--- config.mk ---
export PLATFORM = sky130hd
export DESIGN_NAME = imem_fetch_ctrl
export DESIGN_NICKNAME = d
export VERILOG_FILES = /design/src/rtl/imem_fetch_ctrl.sv
export SDC_FILE = /design/constraint.sdc
export NUM_CORES = 1
export LEC_CHECK = 0
export CORE_ASPECT_RATIO = 1.1
export CORE_MARGIN = 2
export CORE_UTILIZATION = 30
export CTS_CLUSTER_SIZE = 10
export DETAILED_ROUTE_END_ITERATION = 10
export GPL_TIMING_DRIVEN = 1
export HOLD_SLACK_MARGIN = 0.08
export PLACE_DENSITY_LB_ADDON = 0.08
export SYNTH_ARGS = -nofsm -noshare
export SYNTH_HDL_FRONTEND = slang
export SYNTH_SLANG_ARGS = --single-unit
--- constraint.sdc ---
create_clock -name clk -period 6.9 [get_ports clk]
set_clock_uncertainty 0.05 [all_clocks]
set_input_delay 1.035 -clock clk [delete_from_list [all_inputs] [get_ports clk]]
set_output_delay 1.035 -clock clk [all_outputs]
set_load 0.01 [all_outputs]
--- src/rtl/imem_fetch_ctrl.sv ---
// Instruction fetch sequencer: owns the fetch PC, drives the combinational ROM and queues
// {pc, instr} in a 2-entry buffer for decode; one-cycle fetch latency, stalls while the buffer is full.
module imem_fetch_ctrl #(
  parameter logic [31:0] RESET_PC  = 32'h0000_0000,
  parameter int unsigned MEM_WORDS = 101
) (
  input  logic        clk,
  input  logic        rst,
  output logic [31:0] imem_addr,
  input  logic [31:0] imem_instr,
  input  logic        redirect_valid,
  input  logic [31:0] redirect_pc,
  output logic        out_valid,
  input  logic        out_ready,
  output logic [31:0] out_pc,
  output logic [31:0] out_instr,
  output logic        fetch_fault
);

  typedef enum logic {RUN, FAULT} state_t;

  typedef struct packed {
    logic [31:0] pc;
    logic [31:0] instr;
  } entry_t;

  localparam logic [29:0] WORD_LIMIT = 30'(MEM_WORDS);

  state_t      state;
  logic [31:0] pc;
  logic [1:0]  count;
  entry_t      head;
  entry_t      tail;

  logic   pc_in_range;
  logic   redirect_ok;
  logic   pop;
  logic   push;
  entry_t fetched;

  assign pc_in_range = (pc[31:2] < WORD_LIMIT);
  assign redirect_ok = (redirect_pc[1:0] == 2'b00) && (redirect_pc[31:2] < WORD_LIMIT);
  assign pop         = out_valid && out_ready;
  assign push        = (state == RUN) && pc_in_range && ((count < 2'd2) || pop);
  assign fetched     = '{pc: pc, instr: imem_instr};

  assign imem_addr   = pc;
  assign out_valid   = (count != 2'd0);
  assign out_pc      = head.pc;
  assign out_instr   = head.instr;
  assign fetch_fault = (state == FAULT);

  // head is the decode-facing entry; tail only ever holds the second queued entry.
  always_ff @(posedge clk or posedge rst) begin
    if (rst) begin
      state <= RUN;
      pc    <= RESET_PC;
      count <= 2'd0;
      head  <= '0;
      tail  <= '0;
    end else if (redirect_valid) begin
      count <= 2'd0;
      pc    <= redirect_pc;
      state <= redirect_ok ? RUN : FAULT;
    end else begin
      if (state == RUN && !pc_in_range)
        state <= FAULT;
      if (push)
        pc <= pc + 32'd4;

      case ({push, pop})
        2'b10: begin
          if (count == 2'd0) head <= fetched;
          else               tail <= fetched;
          count <= count + 2'd1;
        end
        2'b01: begin
          if (count == 2'd2) head <= tail;
          count <= count - 2'd1;
        end
        2'b11: begin
          if (count == 2'd2) begin
            head <= tail;
            tail <= fetched;
          end else begin
            head <= fetched;
          end
        end
        default: ;
      endcase
    end
  end

endmodule

---- Word level (Yosys, flattened, before mapping) ----
Index checks and enable logic that the tools add are counted.
cells by class
  magnitude comparators ................... 3
  mux-type cells .......................... 14
  bitwise gates (word level) .............. 2
  add/subtract/negate cells ............... 3
  equality and inequality tests ........... 8
  reductions and logical operators ........ 17
operator list
  operator                                                                        count
  64-bit 2-to-1 mux                                                               5
  64-bit case mux with 3 select lines                                             1
  64-bit case mux with 2 select lines                                             1
  32-bit 2-to-1 mux                                                               2
  30-bit by 7-bit less-than comparator with 1-bit output (second input constant)  2
  32-bit by 3-bit adder with 32-bit output (second input constant)                1
  2-bit inequality test (second input constant)                                   4
  4-bit AND reduction                                                             2
  2-bit nonzero test                                                              4
  2-bit == test (second input constant)                                           3
  3-bit nonzero test                                                              2
  1-bit logical AND                                                               5
  2-bit logical NOT                                                               2
  2-bit case mux with 2 select lines                                              1
  1-bit 2-to-1 mux                                                                3
  2-bit by 1-bit adder with 2-bit output (second input constant)                  1
  2-bit by 1-bit == test with 1-bit output (second input constant)                1
  2-bit less-than comparator (second input constant)                              1
  2-bit 2-to-1 mux                                                                1
  1-bit inverter                                                                  2
  2-bit by 1-bit subtractor with 2-bit output (second input constant)             1
  1-bit logical NOT                                                               1
  1-bit logical OR                                                                1
word-level totals
  logic and storage cells ................. 54
  output and inout port bits .............. 98
  flip-flop bits (word level) ............. 163

---- Longest topological paths before layout ----
Gate-level depths: netlist (run 1).
  depth after elaboration ................. 7
  depth in mapped cells ................... 9
  depth with buffers taken out ............ 7

---- Worst setup path after synthesis (run 1) ----
OpenSTA, ideal clock, no wires.
  path kind ............................... input -> register
  from .................................... input out_ready
  to ...................................... register tail[0] in the netlist's numbering
  arrival time ............................ 2436 ps
  stages .................................. 4
  setup time .............................. 125 ps
  path slack .............................. 4289 ps
  path through ............................ or3_1 -> a211oi_4 -> buf_2 -> mux2_2
on the way
  word-level cells in the longest chain between the ends .. 6
  elaborated cells on any way between the ends .. 10
  classes of those cells .................. eq/ne (4); mux (1); reduce/logical (5)
ends and longest elaborated chain
  item                                                                          line  RTL
  start, declared                                                               14    input logic out_ready,
  1-bit logical AND (*)                                                         43    assign pop = out_valid && out_ready;
  1-bit logical OR                                                              44    assign push = (state == RUN) && pc_in_range && ((count < 2'd2) || pop);
  1-bit logical AND                                                             44
  2-bit == test                                                                 71    case ({push, pop})
  2-bit inequality test (no line) / 2-bit nonzero test (equally long branches)  -
  4-bit AND reduction (no line)                                                 -
  end signal, assigned                                                          74    else tail <= fetched;
  end signal, assigned                                                          84    tail <= fetched;
  end, declared                                                                 33    entry_t tail;
Every way passes the cells marked *; elsewhere a longest branch is shown, timed or not.
A chain may end at the register's enable or synchronous reset.

---- Worst setup path after layout (run 1) ----
  from .................................... register pc[27], in the netlist imem_addr[27]
  to ...................................... register head (netlist bit out_pc[31])
on the way
  word-level cells in the longest chain between the ends .. 6
  elaborated cells on any way between the ends .. 11
  classes of those cells .................. order compare (1); eq/ne (5); mux (1); reduce/logical (4)
ends and longest elaborated chain
  item                                                                              line  RTL
  start, declared                                                                   30    logic [31:0] pc;
  start signal, assigned                                                            63    pc <= redirect_pc;
  start signal, assigned                                                            69    pc <= pc + 32'd4;
  30-bit by 7-bit less-than comparator with 1-bit output (*)                        41    assign pc_in_range = (pc[31:2] < WORD_LIMIT);
  1-bit logical AND (*) (2 in a row)                                                44
  2-bit by 1-bit == test with 1-bit output / 2-bit == test (equally long branches)  71
  2-bit inequality test (no line) / 3-bit nonzero test (equally long branches)      -
  4-bit AND reduction (no line)                                                     -
  end signal, assigned                                                              73    if (count == 2'd0) head <= fetched;
  end signal, assigned                                                              78    if (count == 2'd2) head <= tail;
  end signal, assigned                                                              83    head <= tail;
  end, declared                                                                     32    entry_t head;
Marked as above.

==> impl_metrics.json, run 1 <==
{
  "die_w_um": 151,
  "ioPinCount": 166,
  "combPwrFrac": 0.100,
  "cp_slowest_cell": "buf_4",
  "rows": 59,
  "cts_root_buf": "clkbuf_16",
  "worstPathArrival_ns": 3.92,
  "slew_headroom": 0.349,
  "crit_path_end_kind": "flip-flop",
  "numCtsBuffers": 17,
  "cp-start-kind": "flip-flop",
  "layout_common_cells": "189 x mux2_2, 164 x clkdlybuf4s50_1, 163 x dfrtp_1",
  "portBuffers": 165,
  "grt_pass1_vias": 4928,
  "max_stage_delay_ns": 0.74,
  "ir_worst_vdd_mv": 0.136,
  "grt_max_degree": 92,
  "seqPwrFrac": 0.474,
  "ys_types": 43,
  "insertion_delay_ns": 0.42,
  "min_path_type": "reg2reg",
  "antenna_found_initial": 0,
  "syn_area_per_cell_um2": 14.5,
  "slew_violations": 0,
  "core_area_um2": 23500,
  "clkTransAtPathRegs_ns": 0.06,
  "async_flop_share": 1.00,
  "synth_ff_type": "dfrtp_1",
  "finalPower_uw": 2170,
  "cts_resized": 0,
  "firstDrtPassIters": 4,
  "syn_area_um2": 7130,
  "die-area_um2": 25000,
  "ant_nets": 0,
  "p_switching_uw": 497,
  "finalSetupViolations": 0,
  "synth_edf_count": 0,
  "yosysSeqAreaShare": 0.572,
  "tritoncts": "built",
  "p_leak_uw": 0.00422,
  "syn_nets": 562,
  "crit_type": "reg2reg",
  "pwr-share-clk": 0.426,
  "nNetsFinal": 725,
  "track_usage": 0.149,
  "post-route-period-util": 0.532,
  "holdBufCountCts": 0,
  "setup_total_negative_slack_ns": 0,
  "layout_commonest_cell": "mux2_2",
  "grt_pass1_wl_um": 28400,
  "vias": 4601,
  "area_delta_synth_final_pct": 34.8,
  "drive_gt1_frac": 0.341,
  "cts_max_level": 4,
  "finalWirelength_um": 18000,
  "worst_pin_slew_ns": 0.976,
  "power_density_nw_per_um2": 225,
  "swShare": 0.229,
  "max_freq_mhz": 272,
  "die_h_um": 166,
  "drcViolationCount": 0,
  "crit_path_cell_trace": "nor4_1 -> nand2_1 -> a2111o_1 -> a21oi_4 -> buf_4 -> mux2_2",
  "synth-seq-cells": 163,
  "cts.sinks": 163,
  "ys_warn_count": 0,
  "required_ns": 7.14,
  "drt_iter0_drc": 165,
  "vias_per_cell": 4.74,
  "grt_overflow_total": 0,
  "clockBufferDepth": 2,
  "wl_per_cell_um": 18.5,
  "n_antenna_cell": 0,
  "status": "finished, final reports clean",
  "initial_core_util": 0.304,
  "min_period_ns": 3.67,
  "hold_viol": 0,
  "dp_hpwl_um": 11800,
  "place.gp.congestion": 0.750,
  "drv_cap": 0,
  "crit_fanout": 56,
  "synth_cells": 492,
  "postCtsSetupBuffers": 0,
  "rsz0062_at_grt": "false",
  "p_int_uw": 1670
}
power groups by stage:
| stage | sequential [uW] | combinational [uW] | clock [uW] |
|---|---|---|---|
| final | 1030 | 216 | 923 |
| after global routing | 1030 | 235 | 996 |
| after CTS | 1030 | 221 | 954 |
| after detailed placement | 1050 | 220 | 0 |
| after global placement | 1040 | 217 | 0 |
| after floorplan | 1050 | 83.7 | 0 |
logic make-up (layout without fill, tap and decap cells):
logic type               count (synthesis)  after routing  share of synthesized area
AO/OA/AOI/OAI                           26             26                     0.0291
XOR/XNOR                                 2              2                    0.00246
flip-flops                             163            163                      0.572
adder cells (fa/ha/maj)                  2              2                    0.00351
buffers and inverters                   31            205                     0.0254
AND/OR/NAND/NOR                         73             73                     0.0595
multiplexers                           195            195                      0.308
Yosys cell counts (2+ instances only):
cell type | number | area, um2
nor3_1 | 2 | 10.0
buf_1 | 2 | 7.51
mux2_2 | 189 | 2130
nand3_1 | 4 | 20.0
buf_2 | 7 | 35.0
nor2b_1 | 25 | 156
inv_1 | 7 | 26.3
clkbuf_1 | 6 | 22.5
ha_1 | 2 | 25.0
nor4_1 | 14 | 87.6
o21ai_0 | 5 | 25.0
nand4_1 | 2 | 12.5
buf_4 | 3 | 22.5
and3_1 | 2 | 12.5
a21oi_1 | 5 | 25.0
xnor2_1 | 2 | 17.5
buf_6 | 6 | 67.6
dfrtp_1 | 163 | 4080
nor2_1 | 6 | 22.5
mux2_1 | 5 | 56.3
nand2_1 | 9 | 33.8
a311o_1 | 2 | 20.0
and2_1 | 3 | 18.8
o311a_1 | 2 | 20.0
final timing paths:
| kind | slack [ns] | startpoint | cells past startpoint | end |
|---|---|---|---|---|
| min in group asynchronous | 1.10 | rst | 2 | out_instr[7]$_DFFE_PP0P_ |
| hold reg to reg | 0.44 | out_instr[8]$_DFFE_PP0P_ | 1 | out_instr[8]$_DFFE_PP0P_ |
| hold / removal | 0.44 | out_instr[8]$_DFFE_PP0P_ | 1 | out_instr[8]$_DFFE_PP0P_ |
| max in group asynchronous | 4.16 | rst | 3 | out_instr[18]$_DFFE_PP0P_ |
| setup / recovery | 3.23 | imem_addr[27]$_DFFE_PP0P_ | 6 | out_pc[31]$_DFFE_PP0P_ |
| setup reg to reg | 3.23 | imem_addr[27]$_DFFE_PP0P_ | 6 | out_pc[31]$_DFFE_PP0P_ |
critical path, delay by kind of cell, from the launching register on:
| kind | cells | cell delay (ns) |
|---|---|---|
| multiplexers | 1 | 0.41 |
| buffers and inverters | 1 | 0.74 |
| flip-flops | 1 | 0.41 |
| AO/OA/AOI/OAI | 2 | 0.84 |
| AND/OR/NAND/NOR | 2 | 1.03 |
per-stage QoR:
| stage | utilization | hold slack, ns | std cells | setup WS, ns | instance area [um2] |
|---|---|---|---|---|---|
| after floorplan | - | 0.404 | 492 | 1.41 | 7130 |
| after global placement | 0.385 | 0.414 | 941 | 3.04 | 9040 |
| after detailed placement | 0.385 | 0.424 | 941 | 2.98 | 9040 |
| after CTS | 0.409 | 0.443 | 971 | 3.18 | 9610 |
| after global routing | 0.409 | 0.452 | 971 | 3.09 | 9610 |
| final | 0.409 | 0.445 | 971 | 3.23 | 9610 |
final cells by class:
class	instances	area, um2
inverters	7	31.3
clock inverters	9	108
fillers	2211	13900
repair buffers	168	1670
flip-flops and latches	163	4080
well taps	305	382
multi-input cells	298	2880
clock buffers	21	460
routing by layer:
metal	global-route usage	share of wire	vias up
li1	-	-	2118
met1	0.191	0.44	2370
met2	0.247	0.50	99
met3	0.0375	0.043	14
met4	0.0467	0.013	0
met5	0	0	-
flip-flops by register name, indices dropped and copies added (netlist names):
| register | flops |
|---|---|
| out_pc | 32 |
| tail | 64 |
| out_instr | 32 |
| fetch_fault | 1 |
| count | 2 |
| imem_addr | 32 |
(Power assumes the default switching activity.)
==> run 2, diff against run 1 <==
- clock period: 6.9 -> 3.5 ns (I/O delays scaled with it)
==> run 2 against run 1 <==
Against the previous run:
- critical path depth unchanged
- largest power group unchanged
- power is 99% higher
- clock power rose by 99%
- critical path type unchanged
==> impl_metrics.json, run 2 (synthesized netlist as in run 1, its figures left out) <==
{
  "status": "finished, final reports clean",
  "n_antenna_cell": 0,
  "slew_headroom": 0.480,
  "slew_violations": 0,
  "post-route-period-util": 0.856,
  "setup_total_negative_slack_ns": 0,
  "dp_hpwl_um": 12500,
  "grt_overflow_total": 0,
  "nNetsFinal": 736,
  "portBuffers": 165,
  "worst_slack_ns": 0.504,
  "track_usage": 0.149,
  "clkTransAtPathRegs_ns": 0.06,
  "numCtsBuffers": 17,
  "min_path_type": "reg2reg",
  "wl_per_cell_um": 18.4,
  "reg2reg_to": "out_instr[0]$_DFFE_PP0P_",
  "finalWirelength_um": 18000,
  "holdBufCountCts": 0,
  "crit_path_end_kind": "flip-flop",
  "required_ns": 3.75,
  "final_cells": 983,
  "place_ws_ns": 0.556,
  "largest-register": "tail",
  "area_delta_synth_final_pct": 37.0,
  "drv_cap": 0,
  "postCtsSetupBuffers": 0,
  "hold_end": "out_instr[9]$_DFFE_PP0P_",
  "ant_nets": 0,
  "worst_pin_slew_ns": 0.778,
  "vias_per_cell": 4.70,
  "place.gp.congestion": 0.747,
  "vias": 4624,
  "max_freq_mhz": 334,
  "cp_slowest_cell": "nor4_1",
  "crit_fanout": 33,
  "firstDrtPassIters": 3,
  "clockBufferDepth": 2,
  "holdPathStages": 1,
  "layout_commonest_cell": "mux2_2",
  "rows": 59,
  "ir_worst_vdd_mv": 0.279,
  "antenna_found_initial": 0,
  "ff2ff_setup_slack_ns": 0.50,
  "grt_pass1_wl_um": 28500,
  "placed_area_um2": 9200,
  "layout_common_cells": "189 x mux2_2, 164 x clkdlybuf4s50_1, 163 x dfrtp_1",
  "power_density_nw_per_um2": 440,
  "cts_max_level": 4,
  "drt_iter0_drc": 117,
  "grt_max_degree": 57,
  "largest_reg_flops": 64,
  "cts_root_buf": "clkbuf_16",
  "die-area_um2": 25000,
  "crit_type": "reg2reg",
  "insertion_delay_ns": 0.42,
  "initial_core_util": 0.304,
  "numPlacedInstances": 952,
  "cts_resized": 0,
  "design_area_um2": 9770,
  "die_w_um": 151,
  "rsz0062_at_grt": "false",
  "finalSetupViolations": 0,
  "p_leak_uw": 0.00429,
  "reg2regPathDepth": 6,
  "hp-start": "out_instr[9]$_DFFE_PP0P_",
  "drive_gt1_frac": 0.354,
  "crit_path_cell_trace": "nor4_1 -> nand2_1 -> a2111o_1 -> a21oi_4 -> buf_12 -> mux2_2",
  "tritoncts": "built",
  "ioPinCount": 166,
  "worstPathArrival_ns": 3.25,
  "core_area_um2": 23500,
  "hold_viol": 0,
  "drcViolationCount": 0,
  "grt_pass1_vias": 4808,
  "min_period_ns": 3.00,
  "max_stage_delay_ns": 0.69,
  "whs_ns": 0.439,
  "r2r-start": "imem_addr[27]$_DFFE_PP0P_",
  "cts.sinks": 163,
  "die_h_um": 166,
  "cp-start-kind": "flip-flop"
}
==> run 2: cell types whose count changed in the layout (fill, tap and decap cells not counted) <==
cell	delta
buf_12	+6
buf_4	+5
clkbuf_1	-1
clkbuf_8	-1
clkinv_2	+1
clkinv_4	-1
clkinvlp_4	+1
inv_6	+2
==> run 2: critical path: cells and delay by family (launching register included) <==
kind / cells / cell delay, ns
muxes: 1 / 0.37
and+or+nand+nor: 2 / 1.03
DFF: 1 / 0.42
AOI/OAI and AO/OA: 2 / 0.73
buffers and inverters: 1 / 0.26
==> run 2: worst max-delay path by stage <==
stage / start / slack, ns / cells after the start / endpoint
floorplan: rst / 0.85 / 1 / count[0]$_DFFE_PP0P_
global placement: imem_addr[27]$_DFFE_PP0P_ / 0.58 / 6 / out_pc[17]$_DFFE_PP0P_
detailed placement: imem_addr[27]$_DFFE_PP0P_ / 0.56 / 6 / out_instr[0]$_DFFE_PP0P_
CTS: imem_addr[27]$_DFFE_PP0P_ / 0.54 / 6 / out_instr[0]$_DFFE_PP0P_
global route: imem_addr[27]$_DFFE_PP0P_ / 0.36 / 6 / out_pc[24]$_DFFE_PP0P_
finish: imem_addr[27]$_DFFE_PP0P_ / 0.50 / 6 / out_instr[0]$_DFFE_PP0P_
==> run 2: power breakdown <==
| part | total [uW] | switching (uW) | internal, uW |
|---|---|---|---|
| clock network | 1840 | 771 | 1070 |
| logic | 437 | 172 | 265 |
| registers | 2020 | 70.8 | 1950 |
| total | 4300 | 1010 | 3290 |
==> run 2: per-layer routing <==
| layer | GRT usage | vias up | share of wire |
|---|---|---|---|
| met5 | 0 | - | 0 |
| li1 | - | 2136 | - |
| met2 | 0.238 | 88 | 0.49 |
| met1 | 0.204 | 2388 | 0.46 |
| met3 | 0.0347 | 12 | 0.037 |
| met4 | 0.0402 | 0 | 0.011 |
==> run 2: final cells by class <==
type | instances | area (um2)
tap | 305 | 382
clock inverter | 12 | 130
timing repair buffer | 179 | 1830
sequential | 163 | 4080
multi-input combinational | 298 | 2880
fill | 2167 | 13700
clock buffer | 19 | 443
inverter | 7 | 30.0
==> run 2: per-stage QoR <==
stage	util	power [uW]
floorplan	-	2230
detailed placement	0.392	2500
CTS	0.416	4370
global placement	0.392	2500
global route	0.416	4500
finish	0.416	4300
